[src/rtl/sprite_plot_sink.sv]
// sprite_plot_sink: consumer end of the sprite-draw coordinate stream.
// Enables the sprite coordinate generator, accepts its (x,y) counts, pairs each
// with the sprite ROM colour, offsets by the target cell origin, drops
// transparent/off-screen pixels and drives the VGA adapter plot interface.
//
// Ports:
//   clk, reset           system clock, synchronous active-high reset
//   start                one-cycle draw request (honoured only in IDLE)
//   origin_x/origin_y    screen position of sprite pixel (0,0), latched on start
//   key_en               transparency keying enable, latched on start
//   draw_enable          enable to the coordinate generator (high in STREAM)
//   gen_x/gen_y/gen_done coordinate generator counts and finished flag
//   rom_colour           sprite ROM data, ROM_LAT cycles after the coordinate
//   vga_x/vga_y/vga_colour/vga_plot  plot interface; data holds between plots
//   busy/done/error      status to the game controller
//   plotted_count        pixels plotted in the last or current draw (saturating)
module sprite_plot_sink #(
   parameter int unsigned SPR_W    = 47,
   parameter int unsigned SPR_H    = 52,
   parameter int unsigned ROM_LAT  = 1,
   parameter int unsigned COLOUR_W = 9,
   parameter int unsigned SCREEN_W = 320,
   parameter int unsigned SCREEN_H = 240,
   parameter logic [COLOUR_W-1:0] KEY_COLOUR = '0,
   parameter int unsigned WDOG     = SPR_W * SPR_H + 8
) (
   input  logic                clk,
   input  logic                reset,
   input  logic                start,
   input  logic [8:0]          origin_x,
   input  logic [7:0]          origin_y,
   input  logic                key_en,
   output logic                draw_enable,
   input  logic [5:0]          gen_x,
   input  logic [5:0]          gen_y,
   input  logic                gen_done,
   input  logic [COLOUR_W-1:0] rom_colour,
   output logic [8:0]          vga_x,
   output logic [7:0]          vga_y,
   output logic [COLOUR_W-1:0] vga_colour,
   output logic                vga_plot,
   output logic                busy,
   output logic                done,
   output logic                error,
   output logic [11:0]         plotted_count
);

   localparam int unsigned WD_W = $clog2(WDOG + 1);
   localparam logic [WD_W-1:0] WD_LAST  = WD_W'(WDOG - 1);
   localparam logic [11:0]     NPIX     = 12'(SPR_W * SPR_H);
   localparam logic [1:0]      FL_LAST  = 2'(ROM_LAT);
   localparam logic [9:0]      SCR_W_L  = 10'(SCREEN_W);
   localparam logic [8:0]      SCR_H_L  = 9'(SCREEN_H);

   typedef enum logic [2:0] {
      S_IDLE, S_LOAD, S_STREAM, S_FLUSH, S_DONE
   } state_t;

   state_t state, next_state;

   logic [8:0]      org_x_q;
   logic [7:0]      org_y_q;
   logic            key_q;
   logic [WD_W-1:0] wd_cnt;
   logic [1:0]      fl_cnt;
   logic            first_q;
   logic [5:0]      last_x, last_y;
   logic [11:0]     sample_count;
   logic [5:0]      px_q [ROM_LAT];
   logic [5:0]      py_q [ROM_LAT];
   logic            pv_q [ROM_LAT];

   logic       wd_trip_c, accept_c, plot_c, key_hit_c;
   logic       draw_enable_c, busy_c, done_c;
   logic [9:0] ax_c;
   logic [8:0] ay_c;

   // State register
   always_ff @(posedge clk) begin
      if (reset) state <= S_IDLE;
      else       state <= next_state;
   end

   assign wd_trip_c = (state == S_STREAM) && (wd_cnt == WD_LAST);

   // Next-state logic
   always_comb begin
      next_state = state;
      case (state)
         S_IDLE:   if (start) next_state = S_LOAD;
         S_LOAD:   next_state = S_STREAM;
         S_STREAM: if (gen_done || wd_trip_c) next_state = S_FLUSH;
         S_FLUSH:  if (fl_cnt == FL_LAST) next_state = S_DONE;
         S_DONE:   next_state = S_IDLE;
         default:  next_state = S_IDLE;
      endcase
   end

   // Status outputs decoded from the next state so they register in step with it
   always_comb begin
      draw_enable_c = 1'b0;
      busy_c        = 1'b0;
      done_c        = 1'b0;
      draw_enable_c = (next_state == S_STREAM);
      busy_c        = (next_state != S_IDLE);
      done_c        = (next_state == S_DONE);
   end

   // A held final coordinate (generator raising its done flag) is not resampled
   assign accept_c = (state == S_STREAM) && !gen_done &&
                     (first_q || (gen_x != last_x) || (gen_y != last_y));

   // Wide sums so an off-screen pixel is rejected instead of wrapping on-screen
   assign ax_c      = 10'(org_x_q) + 10'(px_q[ROM_LAT-1]);
   assign ay_c      = 9'(org_y_q) + 9'(py_q[ROM_LAT-1]);
   assign key_hit_c = key_q && (rom_colour == KEY_COLOUR);
   assign plot_c    = pv_q[ROM_LAT-1] && (ax_c < SCR_W_L) && (ay_c < SCR_H_L) && !key_hit_c;

   // Control counters, sample tracking and status registers
   always_ff @(posedge clk) begin
      if (reset) begin
         draw_enable  <= 1'b0;
         busy         <= 1'b0;
         done         <= 1'b0;
         error        <= 1'b0;
         org_x_q      <= '0;
         org_y_q      <= '0;
         key_q        <= 1'b0;
         wd_cnt       <= '0;
         fl_cnt       <= '0;
         first_q      <= 1'b0;
         last_x       <= '0;
         last_y       <= '0;
         sample_count <= '0;
      end else begin
         draw_enable <= draw_enable_c;
         busy        <= busy_c;
         done        <= done_c;
         first_q     <= (state == S_LOAD);
         wd_cnt      <= (state == S_STREAM) ? wd_cnt + 1'b1 : '0;
         fl_cnt      <= (state == S_FLUSH) ? fl_cnt + 2'd1 : '0;

         if (state == S_IDLE && start) begin
            org_x_q      <= origin_x;
            org_y_q      <= origin_y;
            key_q        <= key_en;
            sample_count <= '0;
         end else if (accept_c) begin
            sample_count <= sample_count + 12'd1;
         end

         if (accept_c) begin
            last_x <= gen_x;
            last_y <= gen_y;
         end

         if (state == S_IDLE && start)
            error <= 1'b0;
         else if (wd_trip_c)
            error <= 1'b1;
         else if (state == S_FLUSH && next_state == S_DONE && sample_count != NPIX)
            error <= 1'b1;
      end
   end

   // Coordinate delay line aligning each accepted sample with its ROM colour
   always_ff @(posedge clk) begin
      if (reset) begin
         for (int unsigned i = 0; i < ROM_LAT; i++) begin
            px_q[i] <= '0;
            py_q[i] <= '0;
            pv_q[i] <= 1'b0;
         end
      end else begin
         px_q[0] <= gen_x;
         py_q[0] <= gen_y;
         pv_q[0] <= accept_c;
         for (int unsigned i = 1; i < ROM_LAT; i++) begin
            px_q[i] <= px_q[i-1];
            py_q[i] <= py_q[i-1];
            pv_q[i] <= pv_q[i-1];
         end
      end
   end

   // Plot output stage
   always_ff @(posedge clk) begin
      if (reset) begin
         vga_x         <= '0;
         vga_y         <= '0;
         vga_colour    <= '0;
         vga_plot      <= 1'b0;
         plotted_count <= '0;
      end else begin
         vga_plot <= plot_c;
         if (plot_c) begin
            vga_x      <= ax_c[8:0];
            vga_y      <= ay_c[7:0];
            vga_colour <= rom_colour;
         end
         if (state == S_IDLE && start)
            plotted_count <= '0;
         else if (plot_c && plotted_count != 12'hFFF)
            plotted_count <= plotted_count + 12'd1;
      end
   end

endmodule
[config.mk]
export PLATFORM = sky130hd
export DESIGN_NAME = sprite_plot_sink
export DESIGN_NICKNAME = d
export VERILOG_FILES = /design/src/rtl/sprite_plot_sink.sv
export SDC_FILE = /design/constraint.sdc
export NUM_CORES = 1
export LEC_CHECK = 0
export CAP_MARGIN = 20
export CORE_MARGIN = 3
export CORE_UTILIZATION = 40
export CTS_CLUSTER_SIZE = 8
export DETAILED_ROUTE_END_ITERATION = 7
export DONT_BUFFER_PORTS = 1
export GPL_ROUTABILITY_DRIVEN = 0
export RECOVER_POWER = 50
export SLEW_MARGIN = 20
export SYNTH_ARGS = -nofsm -noshare
export SYNTH_HDL_FRONTEND = slang
export SYNTH_SLANG_ARGS = --single-unit
[constraint.sdc]
create_clock -name clk -period 2.55 [get_ports clk]
set_input_delay 0.3825 -clock clk [delete_from_list [all_inputs] [get_ports clk]]
set_output_delay 0.3825 -clock clk [all_outputs]
set_load 0.05 [all_outputs]
==> impl_metrics.json <==
{
  "ys_ff_latch": 116,
  "yosysSeqAreaShare_pct": 43.84,
  "clockRootBuffer": "clkbuf_16",
  "placed_area_sq_um": 5763,
  "yosys_warnings": 0,
  "grt_pass1_vias": 4236,
  "wl_per_cell_um": 15.66,
  "arrival_ps": 3030,
  "worst_pin_slew_ps": 818.5,
  "cp_max_fo": 7,
  "wl_met1_um": 5681,
  "initial_core_util_pct": 41.47,
  "clock_skew_ps": 6.525,
  "cts_tree": "built",
  "pwr-share-comb_pct": 7.5,
  "rsz0062_at_grt": "yes",
  "rr_worst_depth": 10,
  "path_cells": "ha_4 > inv_2 > fa_2 > and2b_2 > o2111ai_4 > a2111oi_4 > o41ai_4 > buf_12 > or4_4 > a21oi_2",
  "top_layer": "met4",
  "core_area_sq_um": 12770,
  "synth_top_area_share_pct": 43.84,
  "vias": 4363,
  "setup_violations": 13,
  "synth.cell_area_sq_um": 5298,
  "critical_path_class": "reg2reg",
  "synth-edff-count": 0,
  "row_count": 41,
  "sequentialPowerShare_pct": 43.5,
  "power_density_nw_per_um2": 696.8,
  "slew_headroom_pct": 45.44,
  "die_h_um": 121.1,
  "critPathMaxStageDelay_ps": 470,
  "cpMaxStageDelayCell": "or4_4",
  "grt_pass1_wl_um": 20810,
  "dp_hpwl_um": 9205,
  "internal_power_w": 0.003427,
  "hold_end": "org_y_q[5]$_SDFFE_PP0P_",
  "min_period_ps": 2692,
  "hold-worst-slack_ps": 48.36,
  "cp_top_family": "compound AO/OA/AOI/OAI gates",
  "final_cells": 820,
  "startpoint_type": "register",
  "finalHoldViolCount": 0,
  "violations": "setup timing",
  "slew_viol_final": 0,
  "cp.required_ps": 2890,
  "antenna_found_initial": 0,
  "fin_area_sq_um": 6459,
  "p_switching_w": 0.001073,
  "switching_share_pct": 23.85,
  "r2r_end": "plotted_count[0]$_SDFFE_PP0P_",
  "cts_buffers": 17,
  "vias_per_cell": 5.321,
  "worstReg2RegStart": "px_q[0][0]$_SDFF_PP0_",
  "hold_depth": 1,
  "async_flop_share_pct": 0,
  "dr_wl_met2_um": 5942,
  "reg2reg_slack_ps": -140,
  "power.leakage_nw": 2.446,
  "nets": 697,
  "end_kind": "register",
  "ir_worst_vdd_mv": 0.4831,
  "cap_violations": 0,
  "status": "complete, but fails checks",
  "clkPwrFrac_pct": 48.9,
  "dp_slack_ps": -190.5,
  "synth.distinct_cells": 64,
  "synthTopCellsByArea": "dfxtp_1 (44%), a21oi_1 (4.9%), nand2_1 (4.5%), xnor2_1 (4.3%), ha_1 (4.0%)",
  "drt-initial-drc-count": 157,
  "portBuffers": 0,
  "area_delta_synth_final_pct": 21.92,
  "final_core_util_pct": 50.56,
  "clk-insertion-delay-late_ps": 420,
  "grt_overflow_total": 0,
  "ios": 86,
  "postCtsHoldBufs": 0,
  "yosys.area.top_type": "dfxtp_1",
  "clkTransAtPathRegs_ps": 50,
  "cts.path.max_buffers": 2,
  "grt_max_degree": 73,
  "drt-total-wl_um": 12850,
  "drc": 0,
  "path_buf_inv": 2,
  "synth_area_per_cell_sq_um": 8.918,
  "min_from": "reset",
  "met3_length_um": 1054,
  "synth_fp_nets": 656,
  "period_share_pct": 105.6,
  "final_layout_size_suffix_gt1_share_pct": 17.13,
  "die_x_um": 121.1,
  "track_usage_pct": 18.11,
  "clock-sinks": 116,
  "dp.cells": 779,
  "hp-class": "in2reg",
  "fillCellCount": 1183,
  "synthFlopType": "dfxtp_1",
  "dr.pass1.iters": 4,
  "htree_levels": 4,
  "num_antenna_cells": 0,
  "setup_ws_ps": -142.0,
  "max_freq_ghz": 0.3715,
  "synthCells": 594,
  "final_antenna_net_count": 0,
  "dieArea_sq_um": 14660
}
[area by class of cell]
type / instances / area (sq um) / share of cell area [%]
clock inverter: 10 / 81.33 / 1.259
tap: 172 / 215.2 / 3.332
inverter: 15 / 56.30 / 0.8718
clock buffer: 22 / 474.2 / 7.342
timing repair buffer: 52 / 410.4 / 6.354
sequential: 116 / 2325 / 35.99
multi-input combinational: 433 / 2897 / 44.85
[worst register-to-register path, stage by stage (launching register included)]
cell and delay (ps):
dfxtp_2 340, ha_4 140, inv_2 30, fa_2 330
and2b_2 260, o2111ai_4 140, a2111oi_4 410, o41ai_4 180
buf_12 160, or4_4 470, a21oi_2 150
[per-layer routing]
layer | track usage, % | vias up
met5 | 0 | -
met3 | 7.366 | 18
met2 | 28.73 | 104
li1 | - | 2174
met4 | 7.011 | 0
met1 | 21.95 | 2067
[state kept, by name, indices dropped and copies added, names as in the netlist, 2 cells and up]
name / flops
sample_count: 12
vga_colour: 9
state: 3
wd_cnt: 12
px_q: 6
vga_x: 9
last_y: 6
vga_y: 8
plotted_count: 12
py_q: 6
org_y_q: 8
fl_cnt: 2
org_x_q: 9
last_x: 6
[layout by cell type (no fill, tap or decap), drive strengths merged, types with 16 or more instances in the layout]
| cell | count |
|---|---|
| dfxtp | 116 |
| xor2 | 16 |
| xnor2 | 27 |
| nor2 | 56 |
| ha | 17 |
| nand2 | 64 |
| o21ai | 27 |
| buf | 41 |
| nand3 | 32 |
| clkbuf | 33 |
| a21oi | 53 |
[synthesized netlist by cell type, types with 2 or more instances]
| cell type | number |
|---|---|
| a211o_1 | 2 |
| a211oi_1 | 5 |
| a21o_1 | 7 |
| a21oi_1 | 52 |
| a31oi_1 | 3 |
| and3_1 | 7 |
| buf_1 | 3 |
| buf_2 | 6 |
| buf_4 | 2 |
| buf_6 | 2 |
| clkbuf_1 | 17 |
| dfxtp_1 | 116 |
| fa_1 | 2 |
| ha_1 | 17 |
| inv_1 | 15 |
| mux2i_1 | 14 |
| nand2_1 | 64 |
| nand2b_1 | 3 |
| nand3_1 | 32 |
| nand4_1 | 8 |
| nand4b_1 | 4 |
| nor2_1 | 55 |
| nor2b_1 | 13 |
| nor3_1 | 11 |
| nor3b_1 | 2 |
| nor4_1 | 6 |
| nor4b_1 | 4 |
| o211ai_1 | 4 |
| o21a_1 | 2 |
| o21ai_0 | 16 |
| o21ai_1 | 11 |
| o31ai_1 | 4 |
| o41ai_1 | 2 |
| or2_2 | 3 |
| or3_1 | 3 |
| or4_1 | 9 |
| xnor2_1 | 26 |
| xor2_1 | 16 |
[how the worst max path moves through the flow]
stage | startpoint | to | slack [ps] | cells after the start
floorplan | org_y_q[0]$_SDFFE_PP0P_ | vga_x[5]$_SDFFE_PP0P_ | 30 | 11
global placement | org_x_q[0]$_SDFFE_PP0P_ | plotted_count[2]$_SDFFE_PP0P_ | -150 | 10
detailed placement | org_x_q[0]$_SDFFE_PP0P_ | plotted_count[11]$_SDFFE_PP0P_ | -190 | 10
CTS | px_q[0][0]$_SDFF_PP0_ | plotted_count[0]$_SDFFE_PP0P_ | -220 | 10
global route | org_x_q[0]$_SDFFE_PP0P_ | plotted_count[0]$_SDFFE_PP0P_ | -230 | 10
finish | px_q[0][0]$_SDFF_PP0_ | plotted_count[0]$_SDFFE_PP0P_ | -140 | 10
[cells by family (layout without fill, tap and decap cells)]
logic type                 Yosys count  count (layout)  share of synthesized area [%]
and+or+nand+nor                    233             233                          21.97
muxes                               15              15                          2.858
DFF                                116             116                          43.84
adders and majority gates           19              19                          4.771
xor gates and xnor gates            43              43                          7.251
buffers and inverters               45              99                          3.755
AOI/OAI and AO/OA                  123             123                          15.57
[repair_timing]
action / CTS / global route
hold endpoints to repair: 0 / 0
endpoints found under the setup margin: 32 / 39
pin swaps: 22 / 22
cloned: 0 / 0
resized for setup: 9 / 24
buffers inserted: 3 / 7
[stage by stage]
step / total power, W / TNS [ps]
2_1_floorplan: 0.002224 / 0
3_3_place_gp: 0.002305 / -748.4
3_5_place_dp: 0.002314 / -2016
4_1_cts: 0.004545 / -3850
5_1_grt: 0.004684 / -3858
6_report: 0.004500 / -727.3
[power groups by stage]
stage | logic, W | registers (W) | clock network [W]
CTS | 0.000326 | 0.00196 | 0.00226
global placement | 0.000313 | 0.00199 | 0
finish | 0.000340 | 0.00196 | 0.00220
floorplan | 0.000241 | 0.00198 | 0
detailed placement | 0.000319 | 0.00200 | 0
global route | 0.000379 | 0.00197 | 0.00234
(Power assumes the default switching activity.)
